===== src/rtl/sfi_pkg.sv =====
// Shared definitions for the SFI response path: FSM state encoding,
// default sandbox window and the field layout of a 64-bit request word.
package sfi_pkg;

  typedef enum logic [1:0] {
    IDLE   = 2'd0,
    RUN    = 2'd1,
    LOCKED = 2'd2
  } state_t;

  localparam logic [31:0] SBX_BASE_DEF = 32'hA219_0000;
  localparam logic [31:0] SBX_MASK_DEF = 32'hFFFF_0000;

  // Request word layout: effective address in the upper half, payload below.
  localparam int unsigned ADDR_MSB = 63;
  localparam int unsigned ADDR_LSB = 32;
  localparam int unsigned DATA_MSB = 31;
  localparam int unsigned DATA_LSB = 0;

  // True when the address falls inside the masked sandbox window.
  function automatic logic in_sandbox(input logic [31:0] addr,
                                      input logic [31:0] base,
                                      input logic [31:0] mask);
    return (addr & mask) == base;
  endfunction

endpackage


===== src/rtl/sfi_fifo.sv =====
// Accepted-request FIFO: power-of-two depth, pointers carry one extra
// wrap bit so full and empty are distinguishable without a counter.
module sfi_fifo #(
  parameter int unsigned WIDTH = 64,
  parameter int unsigned DEPTH = 4
) (
  input  logic             clk,
  input  logic             rst_n,
  input  logic             push,
  input  logic [WIDTH-1:0] wdata,
  input  logic             pop,
  output logic [WIDTH-1:0] rdata,
  output logic             full,
  output logic             empty
);

  localparam int unsigned AW = (DEPTH > 1) ? $clog2(DEPTH) : 1;
  localparam logic [AW:0] PTR_ONE = {{AW{1'b0}}, 1'b1};

  logic [WIDTH-1:0] mem [DEPTH];
  logic [AW:0]      wr_ptr;
  logic [AW:0]      rd_ptr;

  assign empty = (wr_ptr == rd_ptr);
  assign full  = (wr_ptr[AW] != rd_ptr[AW]) && (wr_ptr[AW-1:0] == rd_ptr[AW-1:0]);
  assign rdata = mem[rd_ptr[AW-1:0]];

  // Pointer update; reset discards any queued entries.
  always_ff @(posedge clk or negedge rst_n) begin
    if (!rst_n) begin
      wr_ptr <= '0;
      rd_ptr <= '0;
    end else begin
      if (push && !full)  wr_ptr <= wr_ptr + PTR_ONE;
      if (pop  && !empty) rd_ptr <= rd_ptr + PTR_ONE;
    end
  end

  // Storage write; contents are don't-care until the pointers cover them.
  always_ff @(posedge clk) begin
    if (push && !full) mem[wr_ptr[AW-1:0]] <= wdata;
  end

endmodule


===== src/rtl/sfi_resp.sv =====
// SFI response stage: accepts filtered request words, drops and counts the
// rejected (all-zero) ones, queues good words and forwards them to memory.
// Optional feature macro: SFI_RECHECK_EN re-validates the address against
// the sandbox window and treats out-of-window words as faults as well.
module sfi_resp
  import sfi_pkg::*;
#(
  parameter int unsigned DEPTH       = 4,
  parameter logic [31:0] SBX_BASE    = SBX_BASE_DEF,
  parameter logic [31:0] SBX_MASK    = SBX_MASK_DEF,
  parameter int unsigned FAULT_LIMIT = 3
) (
  input  logic        clk,
  input  logic        rst_n,
  input  logic        req_valid,
  input  logic [63:0] req_data,
  output logic        req_ready,
  output logic        mem_valid,
  output logic [31:0] mem_addr,
  output logic [31:0] mem_wdata,
  input  logic        mem_ready,
  output logic        fault_irq,
  output logic [15:0] fault_count,
  input  logic        fault_clr
);

  state_t      state;
  logic        fifo_full;
  logic        fifo_empty;
  logic [63:0] head;
  logic        req_xfer;
  logic        word_zero;
  logic        sbx_hit;
  logic        bad_word;
  logic        fault;
  logic        push;
  logic        pop;
  logic [15:0] count_inc;

  assign req_ready = (state == RUN) && !fifo_full;
  assign req_xfer  = req_valid && req_ready;
  assign word_zero = (req_data == '0);
  assign sbx_hit   = in_sandbox(req_data[ADDR_MSB:ADDR_LSB], SBX_BASE, SBX_MASK);

`ifdef SFI_RECHECK_EN
  assign bad_word = word_zero || !sbx_hit;
`else
  logic unused_sbx_hit;
  assign unused_sbx_hit = sbx_hit;
  assign bad_word       = word_zero;
`endif

  assign fault = req_xfer && bad_word;
  assign push  = req_xfer && !bad_word;
  assign pop   = mem_valid && mem_ready;

  assign mem_valid = !fifo_empty;
  // Gated so the memory side shows zeros whenever nothing is queued.
  assign mem_addr  = mem_valid ? head[ADDR_MSB:ADDR_LSB] : '0;
  assign mem_wdata = mem_valid ? head[DATA_MSB:DATA_LSB] : '0;

  assign count_inc = (fault_count == 16'hFFFF) ? fault_count : fault_count + 16'd1;

  sfi_fifo #(
    .WIDTH (64),
    .DEPTH (DEPTH)
  ) u_fifo (
    .clk   (clk),
    .rst_n (rst_n),
    .push  (push),
    .wdata (req_data),
    .pop   (pop),
    .rdata (head),
    .full  (fifo_full),
    .empty (fifo_empty)
  );

  // Fault bookkeeping; a clear wins over a coincident fault.
  always_ff @(posedge clk or negedge rst_n) begin
    if (!rst_n) begin
      fault_count <= '0;
      fault_irq   <= 1'b0;
    end else if (fault_clr) begin
      fault_count <= '0;
      fault_irq   <= 1'b0;
    end else if (fault) begin
      fault_count <= count_inc;
      fault_irq   <= 1'b1;
    end
  end

  // Control FSM: lock out new requests once the fault limit is reached.
  always_ff @(posedge clk or negedge rst_n) begin
    if (!rst_n) begin
      state <= IDLE;
    end else begin
      unique case (state)
        IDLE:    state <= RUN;
        RUN:     if (!fault_clr && fault && (32'(count_inc) >= FAULT_LIMIT)) state <= LOCKED;
        LOCKED:  if (fault_clr) state <= RUN;
        default: state <= IDLE;
      endcase
    end
  end

endmodule


===== config.mk =====
export PLATFORM = sky130hd
export DESIGN_NAME = sfi_resp
export DESIGN_NICKNAME = d
export VERILOG_FILES = /design/src/rtl/sfi_pkg.sv /design/src/rtl/sfi_fifo.sv /design/src/rtl/sfi_resp.sv
export SDC_FILE = /design/constraint.sdc
export NUM_CORES = 1
export LEC_CHECK = 0
export ABC_CLOCK_PERIOD_IN_PS = 7600
export CORE_MARGIN = 2
export CORE_UTILIZATION = 59
export CTS_CLUSTER_DIAMETER = 60
export DETAILED_ROUTE_END_ITERATION = 6
export GPL_TIMING_DRIVEN = 0
export HOLD_SLACK_MARGIN = 0.03
export PLACE_DENSITY = 0.91
export RECOVER_POWER = 25
export SETUP_SLACK_MARGIN = 0.5
export SYNTH_ARGS = -nofsm -noshare
export SYNTH_HDL_FRONTEND = slang
export SYNTH_SLANG_ARGS = --single-unit

===== constraint.sdc =====
create_clock -name clk -period 7.6 [get_ports clk]
set_clock_uncertainty 0.15 [all_clocks]
set_input_delay 1.9 -clock clk [delete_from_list [all_inputs] [get_ports clk]]
set_output_delay 1.9 -clock clk [all_outputs]
set_load 0.02 [all_outputs]

# Word-level counts from Yosys, hierarchy flattened
# Memories as Yosys holds them, arrays and structs flattened.
# Index checks and enable logic that the tools add are counted.
# word_totals
register_bits	25
word_cells	48
ram_bits	256
mem_count	1
# classes
eq_ne	8
reduce_logical	18
addsub	3
muxes	12
magnitude_cmp	1
# mem_list
name	depth	word_bits	read_ports	rd_clocked_by_memory_dff	wr	line	rtl
u_fifo.mem	4	64	1	0	1	sfi_fifo.sv:20	logic [WIDTH-1:0] mem [DEPTH];
# ops
operator	n
$logic_not A64 Y1	1
$mux W32	2
$mux W16	3
$add A16 B1 Y16 const B	1
$eq A16 B16 Y1 const B	1
$ge A16 B2 Y1 const B	1
$logic_and A1 B1 Y1	10
$add A3 B1 Y3 const B	2
$pmux W2 S3	1
$logic_not A1 Y1	4
$mux W1	4
$mux W2	2
$eq A3 B3 Y1	1
$eq A2 B1 Y1 const B	1
$eq A2 B2 Y1	1
$eq A2 B2 Y1 const B	1
$logic_not A2 Y1	1
$ne A2 B1 Y1 const B	1
$ne A2 B2 Y1 const B	1
$reduce_and A2 Y1	1
$reduce_bool A2 Y1	1
$ne A1 B1 Y1	1

# Longest topological paths before layout
# Gate-level depths: netlist (run 1).
# depth
depth_word	10
mapped_depth	8

# Modules after synthesis
# A second synthesis (run 1) with hierarchy kept.
# unflattened
cells_unflattened	643
hier_area_um2	11663.7
# by_module_without_submodules
module	cells_per_inst	area_per_inst_um2	seq_area_each_um2	n_inst
sfi_fifo	384	9731.8	7837.5	1
sfi_resp	259	1931.9	475.5	1

# Least setup slack after synthesis (run 1)
# Ideal clock, no wire load.
# synth_path
path_kind	in2reg
start	input req_data[3]
end	memory u_fifo.mem[3][0], enable pin
path_stages	5
required_time_ns	7.020
slack_ns	3.010
arrival_ns	4.009
n_path_buf	0
path_cell_list	nor4_1 > nand4_1 > nor4_4 > nor2b_1 > and2_1
# synth_between
elab_chain_cells	6
# synth_rtl
item	line	rtl
start: declaration	sfi_resp.sv:16	input logic [63:0] req_data,
$logic_not A64 Y1	sfi_resp.sv:42	assign word_zero = (req_data == '0);
$logic_not A1 Y1	sfi_resp.sv:54	assign push = req_xfer && !bad_word;
$logic_and A1 B1 Y1	sfi_resp.sv:54	
$logic_and A1 B1 Y1	sfi_fifo.sv:41	if (push && !full) mem[wr_ptr[AW-1:0]] <= wdata;
$mux W1	sfi_fifo.sv:41	
$mux W1 (implied by the code)	sfi_fifo.sv:41	
end: declaration	sfi_fifo.sv:20	
# Every way passes these cells.

# Worst setup path after layout (run 1)
# layout_path
start	register u_fifo.rd_ptr[0]
end	output mem_wdata[1]
# layout_between
elab_chain_cells	2
elab_cells_between_ends	3
cone_classes	1 x eq/ne; 1 x mux; 1 x memory
# layout_rtl
item	line	rtl
start: declaration	sfi_fifo.sv:22	logic [AW:0] rd_ptr;
start signal: assignment	sfi_fifo.sv:35	if (pop && !empty) rd_ptr <= rd_ptr + PTR_ONE;
$mem_v2 Z4 W64 / $eq A3 B3 Y1 (equally long branches)	-	
$mux W32 (*)	sfi_resp.sv:60	assign mem_wdata = mem_valid ? head[DATA_MSB:DATA_LSB] : '0;
end: declaration	sfi_resp.sv:20	output logic [31:0] mem_wdata,
# Mark *: on every way between the ends. The rest lies on a longest branch, timed or not.

==> impl_metrics.json, run 1 <==
{
  "status": "finished, final reports clean",
  "cap_violations": 0,
  "cts_max_level": 1,
  "cts_max_path_buffers": 3,
  "worstSetupStartpoint": "u_fifo.rd_ptr[0]$_DFFE_PN0P_",
  "async_reset_ff_frac": 0.0890,
  "row_count": 50,
  "grt_max_degree": 44,
  "min_period_over_period": 0.709,
  "drt_iter0_drc": 500,
  "yosysSeqAreaShare": 0.730,
  "root_buffer": "clkbuf_16",
  "cts_buffers": 28,
  "route.vias.total": 6453,
  "antenna_found_initial": 4,
  "cp-start-kind": "flop",
  "syn2layout_area_growth_pct": 25.9,
  "place.gp.congestion": 0.841,
  "pin_count": 152,
  "power.leakage_nw": 4.73,
  "clock_latency_ns": 0.53,
  "post-route-min-period_ns": 5.39,
  "postRouteAntennaNets": 0,
  "wl_met1_um": 9550,
  "required_ns": 5.55,
  "vias_per_cell": 5.98,
  "synth_edf_count": 256,
  "cts_tree": "built",
  "start_util": 0.605,
  "dr.pass1.iters": 6,
  "synth_top_cell_area_share": 0.675,
  "synth_area_leader_cell": "edfxtp_1",
  "portBuffers": 151,
  "clock_sinks": 281,
  "max_freq_ghz": 0.185,
  "synthCells": 611,
  "fin_area_um2": 14300,
  "ys_warn_count": 0,
  "finalSetupViolCount": 0,
  "top_layer_used": "met5",
  "grt_first_pass_wirelength_um": 37000,
  "wl_met2_um": 12200,
  "core_area_um2": 18800,
  "synth.area.top_cells": "edfxtp_1, mux4_2, dfrtp_1, nor2b_1, nor4_1",
  "synth-seq-cells": 281,
  "syn_area_um2": 11400,
  "wl_met3_um": 2110,
  "crit_type": "flop to primary output",
  "finalSetupTns_ns": 0,
  "synth_nets": 686,
  "ir_drop_mv": 0.437,
  "final-hold-violation-count": 0,
  "final_common_cell": "edfxtp_1",
  "post_cts_buffers": 0,
  "finalMaxSlewViolations": 0,
  "arrival_ns": 3.34,
  "crit_path_max_fanout": 10,
  "nets": 871,
  "grtUsageTotal": 0.240,
  "synth_cell_types": 51,
  "finalPower_w": 0.00612,
  "max-slew-margin-rel": 0.248,
  "post_cts_resized": 0,
  "grt_pass1_vias": 6508,
  "rsz0062_at_grt": "false",
  "final_cell_mix": "edfxtp_1, clkdlybuf4s50_1, nor2b_1",
  "postSynthAreaPerCell_um2": 18.6,
  "dieArea_um2": 20400,
  "routedWlPerCell_um": 22.4,
  "gr-total-overflow": 0,
  "hold_path.class": "flop to flop",
  "dpl_cell_area_um2": 13400,
  "wl_um": 24200,
  "tightest_slew_ns": 1.12,
  "ys.flop_type": "edfxtp_1",
  "path_clk_slew_ns": 0.06,
  "place.detailed.hpwl_um": 15800,
  "fill_cells": 1057,
  "drc": 0,
  "min_from": "u_fifo.wr_ptr[2]$_DFFE_PN0P_",
  "die_h_um": 143,
  "drive_gt1_frac": 0.167,
  "p_per_area_nw_per_um2": 427,
  "reg2reg_from": "u_fifo.wr_ptr[1]$_DFFE_PN0P_",
  "postCtsHoldBufs": 0,
  "die_w_um": 143,
  "end_kind": "primary output"
}
[report_power, final]
group	internal, W	switching [W]
logic	0.00119	0.00134
clock network	0.000893	0.000563
registers	0.00205	0.0000862
total	0.00413	0.00199
[worst paths after layout]
check / end / slack [ns] / cells past startpoint
worst min-delay path: u_fifo.wr_ptr[2]$_DFFE_PN0P_ / 0.35 / 1
worst min register to register: u_fifo.wr_ptr[2]$_DFFE_PN0P_ / 0.35 / 1
min in group asynchronous: fault_count[5]$_DFFE_PN0P_ / 1.82 / 1
max in group asynchronous: fault_count[0]$_DFFE_PN0P_ / 4.80 / 1
worst max-delay path: mem_wdata[1] / 2.21 / 5
worst max register to register: u_fifo.mem[2][24]$_DFFE_PP_ / 4.60 / 6
[registers in the layout (all words and copies together), names as in the netlist]
register and flops:
fault_count 16, fault_irq 1, state 2, u_fifo.rd_ptr 3
u_fifo.wr_ptr 3, u_fifo.mem 256
[Yosys cell counts (2+ instances only)]
master	count
a21oi_1	14
inv_1	11
nand4_1	10
a31o_2	3
a311oi_1	3
buf_1	3
nor4_2	2
nor3_1	6
nor2_1	14
nand3_1	7
ha_1	6
and3_1	2
xor2_1	3
or3_1	3
nor4_1	17
dfrtp_1	25
buf_2	8
xnor2_1	7
mux2i_1	2
or3_2	2
o31ai_1	2
and4_1	2
a31oi_1	3
edfxtp_1	256
a41oi_1	2
nand2_1	16
or4_1	3
o21ai_0	8
and2_1	5
clkbuf_1	17
nor2b_1	66
mux4_2	64
[layout make-up]
cell class              instances  area [um^2]  area share
clock inverters                18          255      0.0178
multi-input cells             289         2920       0.203
plain buffers                  30          134     0.00933
diodes                          2         5.00    0.000349
inverters                      11         41.3     0.00288
clock buffers                  34          733      0.0511
flip-flops and latches        281         8310       0.580
well taps                     260          325      0.0227
repair buffers                155         1620       0.113
[cells by family (layout without fill, tap and decap cells)]
family	after synthesis	in the layout	synth area share
compound gates	46	46	0.0275
xor+xnor	10	10	0.00769
fa+ha+maj	6	6	0.00659
simple gates	160	160	0.0840
other cells	0	2	0
buf+inv	41	248	0.0154
mux	67	67	0.129
flops	281	281	0.730
[stage by stage]
step / setup slack [ns] / hold slack [ns] / cells / util
finish: 2.21 / 0.348 / 1080 / 0.762
global route: 2.01 / 0.364 / 1079 / 0.762
CTS: 2.12 / 0.344 / 1078 / 0.761
detailed placement: 2.54 / 0.335 / 1026 / 0.709
global placement: 1.16 / 0.324 / 1022 / 0.703
floorplan: 3.01 / 0.310 / 611 / -
[worst max-delay path: stages (launching register included)]
cell and delay [ns]:
dfrtp_1 0.41, buf_1 0.59, buf_2 0.46, mux4_2 0.59, nor2b_1 0.15, clkdlybuf4s50_1 0.59
[metal layers]
layer	global-route usage	up-vias
met5	0	-
met4	0.0500	4
met3	0.0604	38
met2	0.400	285
met1	0.328	3284
li1	-	2842
Power figures use the tool's default switching activity.
==> run 2, diff against run 1 <==
ABC_CLOCK_PERIOD_IN_PS = 4700   (was 7600)
CORE_UTILIZATION = 50   (was 59)
PLACE_DENSITY = 0.82   (was 0.91)
clock period = 4.7 ns   (was 7.6 ns; I/O delays follow)
==> run 2 against run 1 <==
Effect of this change: largest power group unchanged; power grew 58%; design area shrank 0.30%; sequential cell count is the same; critical path depth is the same; combinational power grew 64%; critical path type unchanged; clock power grew 42%; largest cell class unchanged; non-clock buffer count is the same; clock-buffer cell count is the same; core utilization shrank 13 points; routed wire length shrank 1.3%.
==> impl_metrics.json, run 2 (synthesis results as in run 1) <==
{
  "finalSetupViolCount": 0,
  "hold_path.class": "flop to flop",
  "power_frac_clock": 0.215,
  "grt_max_degree": 41,
  "portBuffers": 151,
  "path_clk_slew_ns": 0.06,
  "postRouteAntennaNets": 0,
  "reg2reg_from": "u_fifo.rd_ptr[2]$_DFFE_PN0P_",
  "dieArea_um2": 24000,
  "finalMaxSlewViolations": 0,
  "drt_iter0_drc": 390,
  "setup_ws_ns": 0.624,
  "largest_reg_flops": 256,
  "dpl_cell_area_um2": 13400,
  "die_h_um": 155,
  "finalPower_w": 0.00968,
  "cts_buffers": 29,
  "start_util": 0.506,
  "rsz0062_at_grt": "false",
  "grt_pass1_vias": 6543,
  "r2r-end": "u_fifo.mem[1][53]$_DFFE_PP_",
  "power.leakage_nw": 4.74,
  "reg2reg_slack_ns": 1.65,
  "root_buffer": "clkbuf_16",
  "vias_per_cell": 5.75,
  "fin_area_um2": 14300,
  "seqPwrFrac": 0.355,
  "crit_path_max_fanout": 10,
  "fin_cells": 1103,
  "p_per_area_nw_per_um2": 677,
  "netSwitchingPower_w": 0.00321,
  "place.detailed.hpwl_um": 15400,
  "comb_power_share": 0.430,
  "cts_tree": "built",
  "grt_first_pass_wirelength_um": 37500,
  "cp-start-kind": "flop",
  "postCtsHoldBufs": 0,
  "clock_sinks": 281,
  "grtUsageTotal": 0.202,
  "intPower_w": 0.00648,
  "dp_slack_ns": 0.323,
  "max-slew-margin-rel": 0.219,
  "hold_end": "u_fifo.wr_ptr[2]$_DFFE_PN0P_",
  "final_common_cell": "edfxtp_1",
  "max_freq_ghz": 0.245,
  "core_area_um2": 22500,
  "final_cell_mix": "edfxtp_1, clkdlybuf4s50_1, nor2b_1",
  "cap_violations": 0,
  "routedWlPerCell_um": 21.7,
  "dr.pass1.iters": 4,
  "reg2regPathDepth": 6,
  "drc": 0,
  "worstSetupStartpoint": "u_fifo.rd_ptr[1]$_DFFE_PN0P_",
  "syn2layout_area_growth_pct": 25.5,
  "row_count": 55,
  "hold_slack_ns": 0.343,
  "cts_max_level": 1,
  "ir_drop_mv": 0.561,
  "tightest_slew_ns": 1.17,
  "required_ns": 3.38,
  "switching_share": 0.331,
  "pin_count": 152,
  "post-route-min-period_ns": 4.08,
  "final-hold-violation-count": 0,
  "place.gp.congestion": 0.864,
  "place_inst": 1051,
  "antenna_found_initial": 1,
  "nets": 872,
  "gr-total-overflow": 0,
  "min_period_over_period": 0.867,
  "arrival_ns": 2.75,
  "hold_depth": 1,
  "status": "finished, final reports clean",
  "drive_gt1_frac": 0.182,
  "die_w_um": 155,
  "clock_latency_ns": 0.53,
  "end_kind": "primary output",
  "cts_max_path_buffers": 3,
  "min_from": "u_fifo.wr_ptr[2]$_DFFE_PN0P_",
  "route.vias.total": 6341,
  "wl_um": 23900,
  "crit_type": "flop to primary output"
}
run 2: changes by cell type in the layout (fill, tap and decap cells not counted), sizes merged:
cell | previous run | this run
bufinv | 6 | 1
dlygate4sd3 | 41 | 43
clkdlybuf4s50 | 110 | 108
clkdlybuf4s15 | 0 | 1
buf | 17 | 19
diode | 2 | 1
clkbuf | 51 | 48
clkinv | 10 | 14
run 2: worst max-delay path by stage:
stage	endpoint	cells after the start
after floorplan	u_fifo.mem[3][0]$_DFFE_PP_	5
after CTS	mem_wdata[22]	7
after global routing	mem_wdata[1]	5
after detailed placement	u_fifo.wr_ptr[2]$_DFFE_PN0P_	8
final	mem_wdata[1]	5
after global placement	u_fifo.mem[3][53]$_DFFE_PP_	6
run 2: per-layer routing:
layer / vias up / wire length, um / GRT usage
met3: 26 / 1500 / 0.0323
met5: - / 0 / 0
met2: 225 / 12000 / 0.343
li1: 2836 / - / -
met1: 3254 / 10200 / 0.286
met4: 0 / 241 / 0.0340
run 2: power groups by stage:
stage	clock (W)	combinational [W]	sequential, W
after global routing	0.00222	0.00444	0.00348
after global placement	0	0.00403	0.00352
after detailed placement	0	0.00414	0.00349
after CTS	0.00211	0.00420	0.00344
final	0.00208	0.00416	0.00344
after floorplan	0	0.00236	0.00347
run 2: stage by stage:
stage	setup TNS, ns	util
final	0	0.636
after global routing	0	0.635
after CTS	0	0.634
after detailed placement	0	0.594
after global placement	-297.02	0.589
after floorplan	0	-
run 2: final cells by class:
| cell class | count | area, um^2 |
|---|---|---|
| antenna | 1 | 2.50 |
| clock inverter | 17 | 109 |
| inverter | 11 | 41.3 |
| fill | 1555 | 8200 |
| sequential | 281 | 8310 |
| timing repair buffer | 155 | 1610 |
| tap | 285 | 357 |
| clock buffer | 34 | 744 |
| multi-input combinational | 289 | 2920 |
| buffer | 30 | 205 |
run 2: repair_timing:
| action | 4_1_cts | 5_1_grt |
|---|---|---|
| cloned | 0 | 0 |
| setup buffers | 0 | 0 |
| gates resized for setup | 24 | 20 |
| setup endpoints to repair | 64 | 60 |
run 2: critical path: stages (launching register included):
cell and delay, ns:
dfrtp_1 0.42, buf_2 0.34, buf_2 0.34, mux4_2 0.25, nor2b_1 0.23, clkdlybuf4s50_1 0.65
==> run 3, diff against run 2 <==
CAP_MARGIN = 20   (was default)
CORE_UTILIZATION = 51   (was 50)
CTS_BUF_LIST = sky130_fd_sc_hd__clkbuf_2 sky130_fd_sc_hd__clkbuf_4 sky130_fd_sc_hd__clkbuf_8   (was default)
PLACE_DENSITY = 0.84   (was 0.82)
==> run 3 against run 2 <==
Effect of this change: fmax grew 0.13%; cell count rose by 1.9%; core utilization rose by 1.8 points; sequential power barely moved; first-iteration DRC count is 12% higher; largest cell class unchanged.
==> impl_metrics.json, run 3 (synthesis results as in run 1) <==
{
  "pin_count": 152,
  "finalSetupTns_ns": 0,
  "finalPower_w": 0.00963,
  "dr.pass1.iters": 7,
  "finalSetupViolCount": 0,
  "max-slew-margin-rel": 0.519,
  "vias_per_cell": 5.72,
  "die_h_um": 153,
  "place.gp.congestion": 0.906,
  "hold_path.class": "flop to flop",
  "final_common_cell": "edfxtp_1",
  "portBuffers": 151,
  "cts_tree": "built",
  "place.detailed.hpwl_um": 15800,
  "antenna_found_initial": 5,
  "cts_max_path_buffers": 3,
  "clock_sinks": 281,
  "fin_area_um2": 14300,
  "largest_reg_flops": 256,
  "drive_gt1_frac": 0.207,
  "p_per_area_nw_per_um2": 673,
  "route.vias.total": 6433,
  "power.leakage_nw": 4.77,
  "postRouteAntennaNets": 0,
  "tightest_slew_ns": 0.720,
  "crit_type": "flop to primary output",
  "max_freq_ghz": 0.246,
  "wl_um": 24400,
  "final-hold-violation-count": 0,
  "root_buffer": "clkbuf_8",
  "grt_first_pass_wirelength_um": 36700,
  "min_period_over_period": 0.866,
  "clock_latency_ns": 0.54,
  "arrival_ns": 2.75,
  "dpl_cell_area_um2": 13400,
  "drc": 0,
  "start_util": 0.520,
  "ir_drop_mv": 0.444,
  "cts_buffers": 44,
  "path_clk_slew_ns": 0.06,
  "crit_path_max_fanout": 10,
  "grt_pass1_vias": 6514,
  "row_count": 54,
  "cap_violations": 0,
  "nets": 888,
  "cp-start-kind": "flop",
  "syn2layout_area_growth_pct": 25.6,
  "required_ns": 3.38,
  "cts_max_level": 2,
  "core_area_um2": 21900,
  "grt_max_degree": 56,
  "status": "finished, final reports clean",
  "die_w_um": 153,
  "dieArea_um2": 23600,
  "grtUsageTotal": 0.204,
  "gr-total-overflow": 0,
  "drt_iter0_drc": 435,
  "end_kind": "primary output",
  "routedWlPerCell_um": 21.7,
  "postCtsHoldBufs": 0,
  "post-route-min-period_ns": 4.07,
  "rsz0062_at_grt": "false",
  "finalMaxSlewViolations": 0,
  "final_cell_mix": "edfxtp_1, clkdlybuf4s50_1, nor2b_1"
}
[run 3: cell count changes in the layout (fill, tap and decap cells not counted), sizes merged]
cell,delta
bufinv,+1
diode,+1
clkinvlp,-1
buf,-2
inv,+2
clkdlybuf4s50,+2
clkbuf,+25
dlygate4sd3,-2
[run 3: worst paths after layout]
kind	startpoint	to	slack, ns	depth (start not counted)
worst max-delay path	u_fifo.rd_ptr[0]$_DFFE_PN0P_	mem_wdata[11]	0.63	5
worst min-delay path	u_fifo.wr_ptr[2]$_DFFE_PN0P_	u_fifo.wr_ptr[2]$_DFFE_PN0P_	0.34	1
worst max register to register	u_fifo.rd_ptr[1]$_DFFE_PN0P_	u_fifo.mem[3][21]$_DFFE_PP_	1.67	6
worst min register to register	u_fifo.wr_ptr[2]$_DFFE_PN0P_	u_fifo.wr_ptr[2]$_DFFE_PN0P_	0.34	1
max in group asynchronous	rst_n	state[0]$_DFFE_PN0P_	2.95	2
min in group asynchronous	rst_n	fault_count[12]$_DFFE_PN0P_	0.91	1
[run 3: power by group]
part	internal (W)	total, W	switching [W]
clock	0.00110	0.00202	0.000916
combinational	0.00198	0.00416	0.00218
sequential	0.00331	0.00345	0.000131
total	0.00640	0.00963	0.00323
[run 3: repair_timing]
item                       CTS  global route
setup buffers                0             0
setup endpoints to repair   64            60
resized for setup           21            11
[run 3: layout make-up]
class,count,area (um^2)
multi-input combinational,289,2920
sequential,281,8310
antenna,2,5.00
timing repair buffer,156,1630
inverter,11,41.3
buffer,30,198
fill,1508,7580
tap,280,350
clock buffer,56,708
clock inverter,19,148
[run 3: critical path, stage by stage, from the launching register on]
cell	delay [ns]
dfrtp_1	0.41
buf_4	0.30
buf_6	0.24
mux4_2	0.53
nor2b_1	0.16
clkdlybuf4s50_1	0.55
[run 3: layer usage]
metal | routed length (um) | global-route usage
met5 | 42 | 0
met2 | 12400 | 0.344
met3 | 1370 | 0.0414
met1 | 10100 | 0.269
met4 | 573 | 0.0690
[run 3: stage by stage]
step	util	cells	hold WS, ns	worst slack (ns)
global route	0.654	1124	0.371	0.522
global placement	0.606	1042	0.329	-1.10
CTS	0.652	1122	0.342	0.515
floorplan	-	611	0.310	0.835
finish	0.654	1124	0.338	0.629
detailed placement	0.611	1047	0.330	0.378
